$ cat config.mk
export PLATFORM = sky130hd
export DESIGN_NAME = sid_reg_writer
export DESIGN_NICKNAME = d
export VERILOG_FILES = /design/src/rtl/sid_reg_writer.sv
export SDC_FILE = /design/constraint.sdc
export NUM_CORES = 1
export LEC_CHECK = 0
export BUFFER_PORTS_ARGS = -buffer_cell sky130_fd_sc_hd__buf_2
export CAP_MARGIN = 10
export CELL_PAD_IN_SITES_DETAIL_PLACEMENT = 0
export CELL_PAD_IN_SITES_GLOBAL_PLACEMENT = 1
export CORE_ASPECT_RATIO = 0.6
export CORE_UTILIZATION = 45
export DETAILED_ROUTE_END_ITERATION = 8
export PLACE_DENSITY = 0.65
export REMOVE_ABC_BUFFERS = 1
export SYNTH_ARGS = -nofsm -noshare
export SYNTH_HDL_FRONTEND = slang
export SYNTH_SLANG_ARGS = --single-unit
$ cat constraint.sdc
create_clock -name clk -period 8.55 [get_ports clk]
set_clock_uncertainty 0.1 [all_clocks]
set_input_delay 0.4275 -clock clk [delete_from_list [all_inputs] [get_ports clk]]
set_output_delay 0.4275 -clock clk [all_outputs]
set_load 0.05 [all_outputs]
$ cat src/rtl/sid_reg_writer.sv
// sid_reg_writer: FIFO-buffered initiator of SID register write cycles.
// Define SID_WR_SUPPRESS_EN to skip writes repeating a register's last value.
module sid_reg_writer #(
  parameter int DEPTH     = 16,
  parameter int GAP_TICKS = 1
) (
  input  logic                   clk,
  input  logic                   n_reset,
  input  logic                   clk_en,
  input  logic                   cmd_valid,
  output logic                   cmd_ready,
  input  logic [4:0]             cmd_addr,
  input  logic [7:0]             cmd_data,
  input  logic                   flush,
  output logic [4:0]             sid_addr,
  output logic [7:0]             sid_data,
  output logic                   sid_n_cs,
  output logic                   sid_rw,
  output logic                   busy,
  output logic [$clog2(DEPTH):0] fifo_level,
  output logic                   drop
);

  localparam int AW = $clog2(DEPTH);
  localparam int GW = (GAP_TICKS < 1) ? 1 : $clog2(GAP_TICKS + 1);
  localparam logic [AW:0]   LVL_FULL = (AW+1)'(DEPTH);
  localparam logic [GW-1:0] GAP_LOAD = GW'(GAP_TICKS);
  localparam logic [GW-1:0] GAP_LAST = GW'(1);
  localparam logic [4:0]    ADDR_MAX = 5'h18;

  typedef enum logic [1:0] {
    S_IDLE,
    S_STROBE,
    S_GAP
  } state_t;

  state_t r_state;
  state_t w_state_nxt;

  logic [12:0]   r_mem [DEPTH];
  logic [AW-1:0] r_head;
  logic [AW-1:0] r_tail;
  logic [AW:0]   r_level;
  logic [AW:0]   w_level_nxt;
  logic          r_full;
  logic          r_drop;
  logic [GW-1:0] r_gap;
  logic [4:0]    r_addr;
  logic [7:0]    r_data;
  logic          r_n_cs;
  logic          r_rw;

  logic          w_accept;
  logic          w_push;
  logic          w_pop;
  logic          w_strobe;
  logic          w_gap_load;
  logic          w_gap_dec;
  logic          w_same;
  logic [4:0]    w_head_addr;
  logic [7:0]    w_head_data;

  assign w_accept = cmd_valid && !r_full;
  assign w_push   = w_accept && (cmd_addr <= ADDR_MAX) && !flush;
  assign {w_head_addr, w_head_data} = r_mem[r_head];

  assign cmd_ready  = !r_full;
  assign fifo_level = r_level;
  assign drop       = r_drop;
  assign sid_addr   = r_addr;
  assign sid_data   = r_data;
  assign sid_n_cs   = r_n_cs;
  assign sid_rw     = r_rw;
  assign busy       = (r_level != '0) || (r_state != S_IDLE);

`ifdef SID_WR_SUPPRESS_EN
  logic [7:0]  r_shadow [25];
  logic [24:0] r_shv;

  always_comb begin
    w_same = 1'b0;
    if (w_head_addr <= ADDR_MAX)
      w_same = r_shv[w_head_addr] &&
               (r_shadow[w_head_addr] == w_head_data);
  end

  // Valid bits survive flush; only reset forgets the shadow.
  always_ff @(posedge clk or negedge n_reset) begin
    if (!n_reset) begin
      r_shv <= '0;
    end else if (w_strobe) begin
      r_shv[w_head_addr] <= 1'b1;
    end
  end

  always_ff @(posedge clk) begin
    if (w_strobe)
      r_shadow[w_head_addr] <= w_head_data;
  end
`else
  assign w_same = 1'b0;
`endif

  always_comb begin
    w_state_nxt = r_state;
    w_pop       = 1'b0;
    w_strobe    = 1'b0;
    w_gap_load  = 1'b0;
    w_gap_dec   = 1'b0;
    unique case (r_state)
      S_IDLE: begin
        if (clk_en && (r_level != '0) && !flush) begin
          w_pop = 1'b1;
          if (!w_same) begin
            w_strobe    = 1'b1;
            w_state_nxt = S_STROBE;
          end
        end
      end
      S_STROBE: begin
        w_gap_load  = 1'b1;
        w_state_nxt = (GAP_TICKS > 0) ? S_GAP : S_IDLE;
      end
      S_GAP: begin
        if (clk_en) begin
          w_gap_dec = 1'b1;
          if (r_gap == GAP_LAST)
            w_state_nxt = S_IDLE;
        end
      end
      default: w_state_nxt = S_IDLE;
    endcase
  end

  always_comb begin
    w_level_nxt = r_level;
    if (flush)
      w_level_nxt = '0;
    else if (w_push && !w_pop)
      w_level_nxt = r_level + 1'b1;
    else if (!w_push && w_pop)
      w_level_nxt = r_level - 1'b1;
  end

  always_ff @(posedge clk) begin
    if (w_push)
      r_mem[r_tail] <= {cmd_addr, cmd_data};
  end

  always_ff @(posedge clk or negedge n_reset) begin
    if (!n_reset) begin
      r_head  <= '0;
      r_tail  <= '0;
      r_level <= '0;
      r_full  <= 1'b0;
      r_drop  <= 1'b0;
    end else begin
      r_drop  <= w_accept && (cmd_addr > ADDR_MAX);
      r_level <= w_level_nxt;
      r_full  <= (w_level_nxt == LVL_FULL);
      if (flush) begin
        r_head <= '0;
        r_tail <= '0;
      end else begin
        if (w_push) r_tail <= r_tail + 1'b1;
        if (w_pop)  r_head <= r_head + 1'b1;
      end
    end
  end

  always_ff @(posedge clk or negedge n_reset) begin
    if (!n_reset) begin
      r_state <= S_IDLE;
      r_gap   <= '0;
      r_addr  <= '0;
      r_data  <= '0;
      r_n_cs  <= 1'b1;
      r_rw    <= 1'b1;
    end else begin
      r_state <= w_state_nxt;
      if (w_gap_load)
        r_gap <= GAP_LOAD;
      else if (w_gap_dec)
        r_gap <= r_gap - 1'b1;
      if (w_strobe) begin
        r_addr <= w_head_addr;
        r_data <= w_head_data;
        r_n_cs <= 1'b0;
        r_rw   <= 1'b0;
      end else if (r_state == S_STROBE) begin
        r_n_cs <= 1'b1;
        r_rw   <= 1'b1;
      end
    end
  end

endmodule

==> results.py <==
metrics = {
    "outcome": {
        "run_status": "finished, final reports clean",
    },
    "drt": {
        "drt-wirelength-per-cell_um": 25.1,
        "drtAntennaViolNets": 0,
        "vias": 4755,
        "dr.pass1.iters": 5,
        "drc_errors": 0,
        "wl_um": 20800,
        "dr.first_iter.drc_count": 419,
        "routed_via_density": 5.74,
    },
    "timing": {
        "setup_violations": 0,
        "hold_viol": 0,
        "layout_min_cycle_time_ns": 3.29,
        "relSlewSlack": 0.292,
        "finalCritPeriodShare": 0.385,
        "slew_viol_final": 0,
        "max_freq_mhz": 304,
        "rsz0062_at_grt": "false",
        "tightest_slew_ns": 1.06,
        "tns_ns": 0,
    },
    "hold_path": {
        "min_delay_path_depth": 3,
        "hp-start": "cmd_valid",
        "hp-class": "input pin to flip-flop",
    },
    "synth": {
        "synth_cell_types": 43,
        "synth_top_area_cell": "edfxtp_1",
        "synthAdderAreaFrac": 0.0116,
        "avgSynthCellArea_um2": 19.7,
        "yosysSeqAreaShare": 0.742,
        "async_reset_ff_frac": 0.133,
        "synth_ff_type": "edfxtp_1",
        "postSynthCellCount": 483,
        "yosysMostFrequentCell": "edfxtp_1",
        "synthTopCellsByArea": "edfxtp_1, mux4_2, dfrtp_1",
        "synth_edf_count": 208,
        "synthSimpleGateAreaFrac": 0.0499,
        "synth_compound_area_frac": 0.0151,
        "netlist.area_leader.share": 0.657,
        "synth_area_um2": 9500,
        "yosysWarningCount": 0,
        "synthTopCellsByCount": "edfxtp_1, mux4_2, nand2_1",
        "synth.area.mux_share": 0.158,
        "synth_xor_xnor_area_share": 0.00738,
        "synth-seq-cells": 240,
        "synth_top_family_by_area": "multiplexers",
    },
    "worst_setup_path": {
        "cp_max_fo": 22,
        "worstSetupEndpointType": "flip-flop",
        "r2r-start": "fifo_level[1]",
        "startpoint": "fifo_level[1]",
        "rr_worst_depth": 9,
        "critPathRequiredTime_ns": 8.84,
        "critical_path_class": "flip-flop to flip-flop",
        "crit_path_start_kind": "flip-flop",
        "cp.arrival_ns": 3.58,
    },
    "clock_tree": {
        "clockBufferDepth": 3,
        "cts_buffers": 22,
        "clk_pin_slew_worst_paths_ns": 0.06,
        "cts_root_buf": "clkbuf_16",
        "cts_setup_buffers": 0,
        "ctsHtreeMaxLevel": 1,
        "tritoncts": "yes",
        "cts_sinks": 240,
        "clk_latency_ns": 0.51,
    },
    "global_routing": {
        "grt_pass1_vias": 4927,
        "grtUsageTotal": 0.200,
        "overflow": 0,
        "grt_max_degree": 56,
        "grt_first_pass_wirelength_um": 31100,
        "antenna_found_initial": 0,
    },
    "placement": {
        "io_buffers": 40,
        "dp.final_hpwl_um": 12400,
        "gp_congestion": 0.787,
    },
    "cells_and_area": {
        "seq_area_um2": 7050,
        "area_growth_pct": 14.0,
        "multi_input_area_um2": 2380,
        "nets": 566,
        "fin_util": 0.533,
        "drive_above_1_share": 0.305,
        "fillers": 1641,
        "antenna-diode-count": 0,
    },
    "floorplan": {
        "initial_core_util": 0.468,
        "die-height_um": 115,
        "dieArea_um2": 21700,
        "die-width_um": 190,
        "io_pins": 41,
        "coreArea_um2": 20300,
        "rows": 40,
    },
    "run": {
        "cap_violations": 0,
    },
    "power_and_ir_drop": {
        "ir_drop_mv": 0.177,
        "p_leak_uw": 0.00361,
        "powerDensity_nw_per_um2": 273,
    },
}
==> worst max-delay path, cell delays in order, from the launching register on <==
cell and delay, ns:
dfrtp_1 0.45, inv_1 0.14, ha_1 0.17, nor4b_2 0.43
or2_1 0.17, buf_4 0.31, clkinv_2 0.48, xnor2_1 0.41
a221oi_1 0.18, nor4bb_1 0.32
==> final cells by class <==
| cell class | count | share of cell area |
|---|---|---|
| flip-flops and latches | 240 | 0.651 |
| clock inverters | 13 | 0.00751 |
| clock buffers | 26 | 0.0542 |
| multi-input cells | 209 | 0.220 |
| inverters | 10 | 0.00358 |
| repair buffers | 57 | 0.0324 |
| well taps | 273 | 0.0315 |
==> registers in the layout (all words and copies together) (netlist names), 2 cells and up <==
register / cells
r_mem: 208
fifo_level: 5
r_tail: 4
r_state: 2
r_head: 4
sid_data: 8
sid_addr: 5
==> cells in the final DEF (no fill, tap or decap), drive strengths merged, types with 2 or more instances in the layout <==
master    n
ha        8
nor2     22
xor2      3
xnor2     5
nor4      2
nand2    52
buf      56
a221oi    2
mux4     65
a21oi     5
nand4     4
dfrtp    31
nand2b    2
nand3b    2
clkbuf   26
o21ai     6
nor3      7
edfxtp  208
nand3     3
nor2b     2
clkinv   13
inv       9
o22ai     3
mux2      2
nor4b     2
==> cell families after synthesis <==
logic type / after synthesis
adder cells (fa/ha/maj): 9
AO/OA/AOI/OAI: 21
flip-flops: 240
multiplexers: 68
XOR/XNOR: 8
AND/OR/NAND/NOR: 103
buffers and inverters: 34
==> where the power goes <==
| group | total [µW] | internal [µW] | switching (µW) |
|---|---|---|---|
| sequential | 1380 | 1330 | 50.4 |
| combinational | 649 | 246 | 403 |
| clock | 929 | 518 | 411 |
| total | 2960 | 2100 | 864 |
==> through the flow <==
step	instance area, µm²	instances	hold slack, ns	setup slack (ns)	total power, µW
2_1_floorplan	9390	459	0.0319	4.94	1890
3_3_place_gp	10100	787	0.354	5.35	2060
3_5_place_dp	10100	787	0.364	5.27	2070
4_1_cts	10800	827	0.124	5.26	2990
5_1_grt	10800	828	0.162	5.04	3090
6_report	10800	828	0.148	5.26	2960
==> metal layers <==
metal | routed length (µm) | track usage | vias to the layer above
li1 | - | - | 2049
met1 | 10300 | 0.316 | 2556
met4 | 267 | 0.0360 | 0
met3 | 1060 | 0.0349 | 25
met5 | 0 | 0 | -
met2 | 9140 | 0.294 | 125
==> path summary, 6_finish.rpt <==
check	end	slack [ns]
worst max-delay path	r_full	5.26
worst min-delay path	drop	0.15
worst max register to register	r_full	5.26
worst min register to register	sid_data[0]	0.37
max in group asynchronous	r_head[0]	7.23
min in group asynchronous	sid_addr[3]	0.48
==> timing repair <==
item                                   in CTS  in global routing
endpoints found under the hold margin      31                  0
hold buffers                                1                  0
resized for setup                           0                  0
No activity file was read; power rests on OpenSTA's default activity.
